$ cat config.mk
export PLATFORM = sky130hd
export DESIGN_NAME = pdp8_binloader
export DESIGN_NICKNAME = d
export VERILOG_FILES = /design/src/rtl/pdp8_binloader.sv
export SDC_FILE = /design/constraint.sdc
export NUM_CORES = 1
export LEC_CHECK = 0
export ABC_AREA = 0
export CAP_MARGIN = 20
export CORE_ASPECT_RATIO = 0.6
export CORE_MARGIN = 2
export CORE_UTILIZATION = 30
export CTS_CLUSTER_DIAMETER = 50
export DETAILED_ROUTE_END_ITERATION = 12
export GPL_TIMING_DRIVEN = 0
export REMOVE_ABC_BUFFERS = 1
export SLEW_MARGIN = 20
export SYNTH_ARGS = -nofsm -noshare
export SYNTH_HDL_FRONTEND = slang
export SYNTH_SLANG_ARGS = --single-unit
$ cat constraint.sdc
create_clock -name clk -period 12.11 [get_ports clk]
set_clock_uncertainty 0.1 [all_clocks]
set_input_delay 3.0275 -clock clk [delete_from_list [all_inputs] [get_ports clk]]
set_output_delay 3.0275 -clock clk [all_outputs]
set_load 0.005 [all_outputs]
$ cat src/rtl/pdp8_binloader.sv
// BIN-format paper-tape loader. Bytes from the UART receiver are assembled into
// 12-bit words and written to RAM one frame late, so that the final frame
// (the checksum) is never written. The CPU is held in reset while loading.
`timescale 1ns/1ps
module pdp8_binloader (
  input  logic        clk,
  input  logic        reset,
  input  logic        start,
  input  logic [7:0]  rx_data,
  input  logic        rx_valid,
  output logic [14:0] ram_addr,
  output logic [11:0] ram_data_out,
  output logic        ram_wr,
  input  logic        ram_done,
  output logic        cpu_hold,
  output logic        busy,
  output logic        done,
  output logic        cksum_err,
  output logic        overrun
);

  localparam logic [2:0] S_IDLE   = 3'd0;
  localparam logic [2:0] S_LEADER = 3'd1;
  localparam logic [2:0] S_HI     = 3'd2;
  localparam logic [2:0] S_LO     = 3'd3;
  localparam logic [2:0] S_WRITE  = 3'd4;
  localparam logic [2:0] S_DONE   = 3'd5;

  logic [2:0]  r_state;
  logic [11:0] r_addr;
  logic [2:0]  r_field;
  logic [11:0] r_sum;
  logic [7:0]  r_hi;          // first byte of the frame being assembled
  logic        r_pend_valid;
  logic [14:0] r_pend_addr;
  logic [11:0] r_pend_data;
  logic [11:0] r_pend_sum;    // both frame bytes of the pending word, added on commit
  logic [14:0] r_wr_addr;
  logic [11:0] r_wr_data;
  logic [11:0] r_wr_sum;
  logic        r_hold_valid;
  logic [7:0]  r_hold_data;
  logic        r_done;
  logic        r_cksum_err;
  logic        r_overrun;

  logic        w_loading;
  logic        w_have_byte;
  logic [7:0]  w_byte;
  logic        w_is_rubout;
  logic        w_is_leader;
  logic        w_is_field;
  logic        w_is_frame;
  logic [11:0] w_word;
  logic [11:0] w_pair_sum;

  // A held byte (captured during a RAM write) takes priority over a new one.
  assign w_loading   = (r_state == S_LEADER) || (r_state == S_HI) || (r_state == S_LO);
  assign w_have_byte = w_loading && (r_hold_valid || rx_valid);
  assign w_byte      = r_hold_valid ? r_hold_data : rx_data;
  assign w_is_rubout = (w_byte == 8'hFF);
  assign w_is_leader = (w_byte == 8'h80);
  assign w_is_field  = (w_byte[7:6] == 2'b11) && !w_is_rubout;
  assign w_is_frame  = !w_byte[7];
  assign w_word      = {r_hi[5:0], w_byte[5:0]};
  assign w_pair_sum  = {4'd0, r_hi} + {4'd0, w_byte};

  assign ram_wr       = (r_state == S_WRITE);
  assign ram_addr     = r_wr_addr;
  assign ram_data_out = r_wr_data;
  assign busy         = w_loading || (r_state == S_WRITE);
  assign cpu_hold     = busy;
  assign done         = r_done;
  assign cksum_err    = r_cksum_err;
  assign overrun      = r_overrun;

  // Loader state machine: byte decode, frame assembly, deferred commit and trailer check.
  always_ff @(posedge clk) begin
    if (reset) begin
      r_state      <= S_IDLE;
      r_addr       <= '0;
      r_field      <= '0;
      r_sum        <= '0;
      r_hi         <= '0;
      r_pend_valid <= 1'b0;
      r_pend_addr  <= '0;
      r_pend_data  <= '0;
      r_pend_sum   <= '0;
      r_wr_addr    <= '0;
      r_wr_data    <= '0;
      r_wr_sum     <= '0;
      r_hold_valid <= 1'b0;
      r_hold_data  <= '0;
      r_done       <= 1'b0;
      r_cksum_err  <= 1'b0;
      r_overrun    <= 1'b0;
    end else begin
      case (r_state)
        S_IDLE, S_DONE: begin
          if (start) begin
            r_addr       <= '0;
            r_field      <= '0;
            r_sum        <= '0;
            r_pend_valid <= 1'b0;
            r_hold_valid <= 1'b0;
            r_done       <= 1'b0;
            r_cksum_err  <= 1'b0;
            r_overrun    <= 1'b0;
            r_state      <= S_LEADER;
          end
        end
        S_WRITE: begin
          // The interrupted frame action was already applied when the write began,
          // so completion only folds the written word's bytes into the sum.
          if (ram_done) begin
            r_sum   <= r_sum + r_wr_sum;
            r_state <= S_HI;
          end
          if (rx_valid) begin
            if (r_hold_valid) begin
              r_overrun <= 1'b1;
            end else begin
              r_hold_valid <= 1'b1;
              r_hold_data  <= rx_data;
            end
          end
        end
        default: begin
          // Held byte is consumed now; a byte arriving meanwhile is parked behind it.
          if (r_hold_valid) begin
            r_hold_valid <= rx_valid;
            r_hold_data  <= rx_data;
          end
          if (w_have_byte && !w_is_rubout) begin
            if (w_is_leader) begin
              if (r_state == S_HI) begin
                // Trailer: the still-pending word is the checksum and is never written.
                r_cksum_err  <= !r_pend_valid || (r_pend_data != r_sum);
                r_pend_valid <= 1'b0;
                r_done       <= 1'b1;
                r_state      <= S_DONE;
              end
            end else if (w_is_field) begin
              if (r_state != S_LO) begin
                r_field <= w_byte[5:3];
                r_state <= S_HI;
              end
            end else if (w_is_frame) begin
              if (r_state != S_LO) begin
                r_hi    <= w_byte;
                r_state <= S_LO;
              end else begin
                if (r_pend_valid) begin
                  r_wr_addr <= r_pend_addr;
                  r_wr_data <= r_pend_data;
                  r_wr_sum  <= r_pend_sum;
                  r_state   <= S_WRITE;
                end else begin
                  r_state <= S_HI;
                end
                if (r_hi[6]) begin
                  r_addr       <= w_word;
                  r_sum        <= r_sum + w_pair_sum;
                  r_pend_valid <= 1'b0;
                end else begin
                  r_pend_addr  <= {r_field, r_addr};
                  r_pend_data  <= w_word;
                  r_pend_sum   <= w_pair_sum;
                  r_pend_valid <= 1'b1;
                  r_addr       <= r_addr + 12'd1;
                end
              end
            end
          end
        end
      endcase
    end
  end

endmodule

### Word level (Yosys, flattened, before mapping)

Cells that the tools add are included.

| word-level totals | value |
|---|---|
| input port bits | 13 |
| register bits after elaboration | 128 |
| logic and storage cells | 152 |

| cells by class | value |
|---|---|
| bitwise gates (word level) | 8 |
| equal/unequal tests | 29 |
| reduce and logical (&&, ||, !) cells | 34 |
| $add $sub $neg | 4 |
| muxes and demuxes | 60 |

Operator list:

| kind | count |
|---|---|
| two-way mux 12 bit | 14 |
| one-hot mux 12 bit (2 select lines) | 2 |
| two-way mux 3 bit | 15 |
| AND reduction 7 bit | 4 |
| two-way mux 8 bit | 3 |
| != test 3 x 2 -> 1 bit (second input constant) | 7 |
| two-way mux 1 bit | 18 |
| AND reduction 6 bit | 3 |
| == test 8 bit (second input constant) | 2 |
| one-hot mux 8 bit (2 select lines) | 1 |
| nonzero test 2 bit | 7 |
| adder 12 x 1 -> 12 bit (second input constant) | 1 |
| adder 12 bit | 1 |
| adder 12 x 9 -> 12 bit | 1 |
| != test 12 bit | 1 |
| != test 2 x 1 -> 1 bit (second input constant) | 6 |
| one-hot mux 3 bit (2 select lines) | 2 |
| one-hot mux 1 bit (2 select lines) | 5 |
| adder 7 x 8 -> 9 bit | 1 |
| NOT 1 bit | 8 |
| AND reduction 8 bit | 1 |
| == test 3 x 2 -> 1 bit (second input constant) | 2 |
| == test 3 bit (second input constant) | 2 |
| != test 3 x 1 -> 1 bit (second input constant) | 2 |
| 17 further kinds | 26 |

### Logic depth before layout (Yosys ltp)

| depth | value |
|---|---|
| depth in word-level cells | 10 |
| mapped depth | 22 |
| depth with buffers taken out | 21 |

### Worst setup path after synthesis

OpenSTA, ideal clock, no wires.

| timing | value |
|---|---|
| kind | input-to-reg |
| start | input rx_data[0] |
| end | register r_sum[9] |
| required time | 11.892 ns |
| data arrival time | 6.021 ns |
| path slack | 5.871 ns |
| stages | 21 |
| buffers on the path | 0 |
| cells stage by stage | and2b_1 > a21oi_1 > inv_1 > ha_1 > inv_1 > fa_1 > nor2b_1 > o21a_1 > o21ai_0 > a21oi_1 > a211oi_1 > nand2_1 > nand2_1 > ha_1 > and4_1 > a211o_1 > a21oi_1 > o21ai_0 > nor2b_1 > xnor2_1 > nor2_1 |

| on the way | value |
|---|---|
| cells in the longest elaborated chain, start to end | 10 |

RTL lines:

| element | line | source |
|---|---|---|
| start: declaration | 9 | `input logic [7:0] rx_data,` |
| two-way mux 8 bit (*) | n/a |  |
| via w_byte[0] | 49 | `logic [7:0] w_byte;` |
| adder 7 x 8 -> 9 bit | 66 | `assign w_pair_sum = {4'd0, r_hi} + {4'd0, w_byte};` |
| adder 12 x 9 -> 12 bit | 163 | `r_sum <= r_sum + w_pair_sum;` |
| two-way mux 12 bit | 161 | `if (r_hi[6]) begin` |
| two-way mux 12 bit | 149 | `if (r_state != S_LO) begin` |
| two-way mux 12 bit | 148 | `end else if (w_is_frame) begin` |
| two-way mux 12 bit | 143 | `end else if (w_is_field) begin` |
| two-way mux 12 bit | 135 | `if (w_is_leader) begin` |
| two-way mux 12 bit | 134 | `if (w_have_byte && !w_is_rubout) begin` |
| one-hot mux 12 bit (2 select lines) | 98 | `case (r_state)` |
| end signal: assignment | 116 | `r_sum <= r_sum + r_wr_sum;` |
| end signal: assignment | 163 |  |
| end: declaration | 32 | `logic [11:0] r_sum;` |

The timed path passes the listed nets; every way through them passes the cells marked *. The select of a mux whose other input is x is not followed.
A chain may end at the register's enable or synchronous reset.

### Final worst setup path

Same ends and word-level chain as after synthesis.

==> results.yml <==
routing:
  dr.pass1.iters: 6
  vias: 5454
  ant_nets: 0
  post_drt_wl_per_cell_um: 15.24
  routed_wl_mm: 16.63
  drc_errors: 0
  via_per_inst: 4.999
  drt-initial-drc-count: 498
synthesis:
  synth.cell_area_mm2: 0.006102
  ys_ff_latch: 122
  synth_edf_count: 0
  syn_inst: 783
  synth-seq-area-share: 0.4002
  synth-async-reset-ratio: 0
  yosys_most_used_dff: "dfxtp_1"
  synth_top_cell_area_share: 0.4002
  yosys_warnings: 0
  synthTopCellsByArea: "dfxtp_1 40%, nand2_1 11%, a21oi_1 8.7%"
  postSynthAreaPerCell_um2: 7.793
  netlist-cell-type-count: 60
  synth_top_cell_by_area: "dfxtp_1"
placed_design:
  place_ws_ps: 4609
  dp_hpwl_mm: 11.53
  io_buffers: 45
  placed_cells: 1059
  place.gp.congestion: 0.8432
  place_area_mm2: 0.006833
finish:
  nets: 838
  n_antenna_cell: 0
  fin_cells: 1091
  area_delta_synth_final_pct: 22.00
  utilization: 0.3728
  final_layout_size_suffix_gt1_frac: 0.07213
  fin_area_mm2: 0.007445
timing:
  max_slew_margin: 0.3025
  min_period_over_period: 0.6003
  hold_viol: 0
  setup_ws_ps: 4841
  layout_min_cycle_time_ps: 7269
  fmax_mhz: 137.6
  fin_tns_setup_ps: 0
  setup_viol: 0
  grt_setup_unrepaired: "false"
  worst_slew_pin_slew_ps: 1045
  drv_slew: 0
pwr:
  peakVddDrop_mv: 0.1080
  power_leakage_nw: 2.599
  powerDensity_mw_per_mm2: 172.1
critical_path:
  setup.worst_path.class: "in -> reg"
  startpoint_type: "input port"
  r2r-end: "r_sum[9]$_SDFFE_PP0P_"
  r2r_slack_ps: 6910
  endpoint_kind: "register"
  path_max_fanout: 5
  cp.arrival_ps: 7470
  worstSetupEndpoint: "r_sum[9]$_SDFFE_PP0P_"
  regToRegStartpoint: "r_hold_valid$_SDFFE_PP0P_"
  reg2regPathDepth: 21
  required_ps: 12310
  crit_path_start: "rx_data[0]"
die:
  rows: 40
  die_y_um: 114.5
  initial_core_util: 0.3056
  die_area_mm2: 0.02154
  die_w_um: 188.1
  ios: 46
  coreArea_mm2: 0.01997
clocking:
  cts.clk_slew.worst_paths_ps: 60
  cts-root-buf: "clkbuf_16"
  cts_tree: "yes"
  post_cts_buffers: 0
  ctsLongestPathBuffers: 2
  hold_buffers: 0
  post_cts_resized: 0
  clkSinkCount: 122
  htree_levels: 4
  cts_buffers: 17
  worstSkewPairLatency_ps: 420
status:
  status: "completed"
global_routing:
  grt_max_degree: 101
  grt_overflow: 0
  antenna_found_initial: 0
  grt_pass1_vias: 5025
  track_usage: 0.1599
  grt_pass1_wl_mm: 26.94
job:
  max_cap_viol_count: 0
hold_path:
  hp-class: "reg -> reg"
[kinds of logic after synthesis]
group / count (synthesis) / synth area share
AOI/OAI and AO/OA: 200 / 0.2022
xor gates and xnor gates: 27 / 0.03875
adders and majority gates: 20 / 0.04347
buffers and inverters: 67 / 0.04613
DFF: 122 / 0.4002
muxes: 21 / 0.03465
and+or+nand+nor: 326 / 0.2346
[registers in the layout, summed over array words and instances, names as in the netlist]
| register | cells |
|---|---|
| r_pend_valid | 1 |
| r_pend_addr | 15 |
| ram_addr | 15 |
| r_pend_sum | 9 |
| ram_data_out | 12 |
| overrun | 1 |
| done | 1 |
| r_pend_data | 12 |
| r_hold_valid | 1 |
| r_state | 3 |
| r_wr_sum | 9 |
| r_hold_data | 8 |
| r_hi | 7 |
| cksum_err | 1 |
| r_addr | 12 |
| r_field | 3 |
| r_sum | 12 |
[cell usage in the layout (no fill, tap or decap), drive strengths merged, types with 3 or more instances in the layout]
cell	count
nand3	18
mux2i	20
and2	3
o21ai	27
xor2	13
xnor2	14
clkdlybuf4s50	44
bufinv	3
o31ai	6
clkinvlp	5
a21o	7
inv	20
nor2	63
nor3	18
a31oi	3
nand2b	8
nand4	3
o2111ai	3
a32o	4
o21a	7
dfxtp	122
ha	18
nor4	5
buf	7
nand2	180
a22oi	3
clkbuf	18
clkinv	5
and3	4
a211oi	17
nor2b	9
a21oi	108
[power by group]
part | switching (mW) | leakage (nW) | internal (mW)
clock network | 0.198 | 0.285 | 0.329
logic | 0.183 | 1.33 | 0.121
registers | 0.0300 | 0.984 | 0.419
[per-layer routing]
layer | up-vias | track usage | part of all wire
met5 | - | 0 | 0
met4 | 0 | 0.04462 | 0.0090
met3 | 16 | 0.04291 | 0.062
met2 | 136 | 0.2123 | 0.38
met1 | 2568 | 0.2465 | 0.55
li1 | 2734 | - | -
[how the worst min path moves through the flow]
stage,start,end,slack [ps],cells past startpoint
final,r_pend_addr[3]$_SDFFE_PP0P_,ram_addr[3]$_SDFFE_PP0P_,340,2
after global routing,r_pend_addr[10]$_SDFFE_PP0P_,ram_addr[10]$_SDFFE_PP0P_,360,2
after CTS,r_pend_addr[3]$_SDFFE_PP0P_,ram_addr[3]$_SDFFE_PP0P_,350,2
after detailed placement,r_pend_sum[1]$_SDFFE_PP0P_,r_wr_sum[1]$_SDFFE_PP0P_,340,2
after global placement,r_pend_sum[8]$_SDFFE_PP0P_,r_wr_sum[8]$_SDFFE_PP0P_,340,2
after floorplan,r_pend_sum[8]$_SDFFE_PP0P_,r_wr_sum[8]$_SDFFE_PP0P_,320,2
[cells in the mapped netlist, types with 8 or more instances]
library cell  number
o21ai_0           26
nor2_1            63
xnor2_1           14
nor2b_1            9
a211oi_1          16
nand2b_1           8
buf_2             15
mux2i_1           20
a21oi_1          106
nand3_1           18
clkbuf_1          31
dfxtp_1          122
ha_1              18
inv_1             19
nand2_1          180
nor3_1            17
xor2_1            13
[cell type report]
class	instances	area [µm²]
tap	273	341.6
multi-input combinational	594	3401
fill	2098	12520
sequential	122	2442
clock inverter	14	172.7
inverter	19	71.32
clock buffer	18	439.2
timing repair buffer	51	576.8
[critical path: stages]
cell	delay (ps)
clkdlybuf4s50_1	440
and2b_1	180
a21oi_1	410
inv_1	150
ha_1	230
inv_1	70
fa_1	210
nor2b_1	60
o21a_1	180
o21ai_0	240
a21oi_1	140
a211oi_1	290
nand2_1	90
nand2_1	130
ha_1	290
and4_1	200
a211o_1	260
a21oi_1	320
o21ai_0	200
nor2b_1	170
xnor2_1	140
nor2_1	50
[per-stage QoR]
stage	hold slack, ps	total power, mW
floorplan	321.0	0.6494
global placement	337.6	0.7453
detailed placement	340.6	0.7555
CTS	347.1	1.284
global route	364.8	1.345
finish	344.9	1.281
Power figures use the tool's default switching activity.
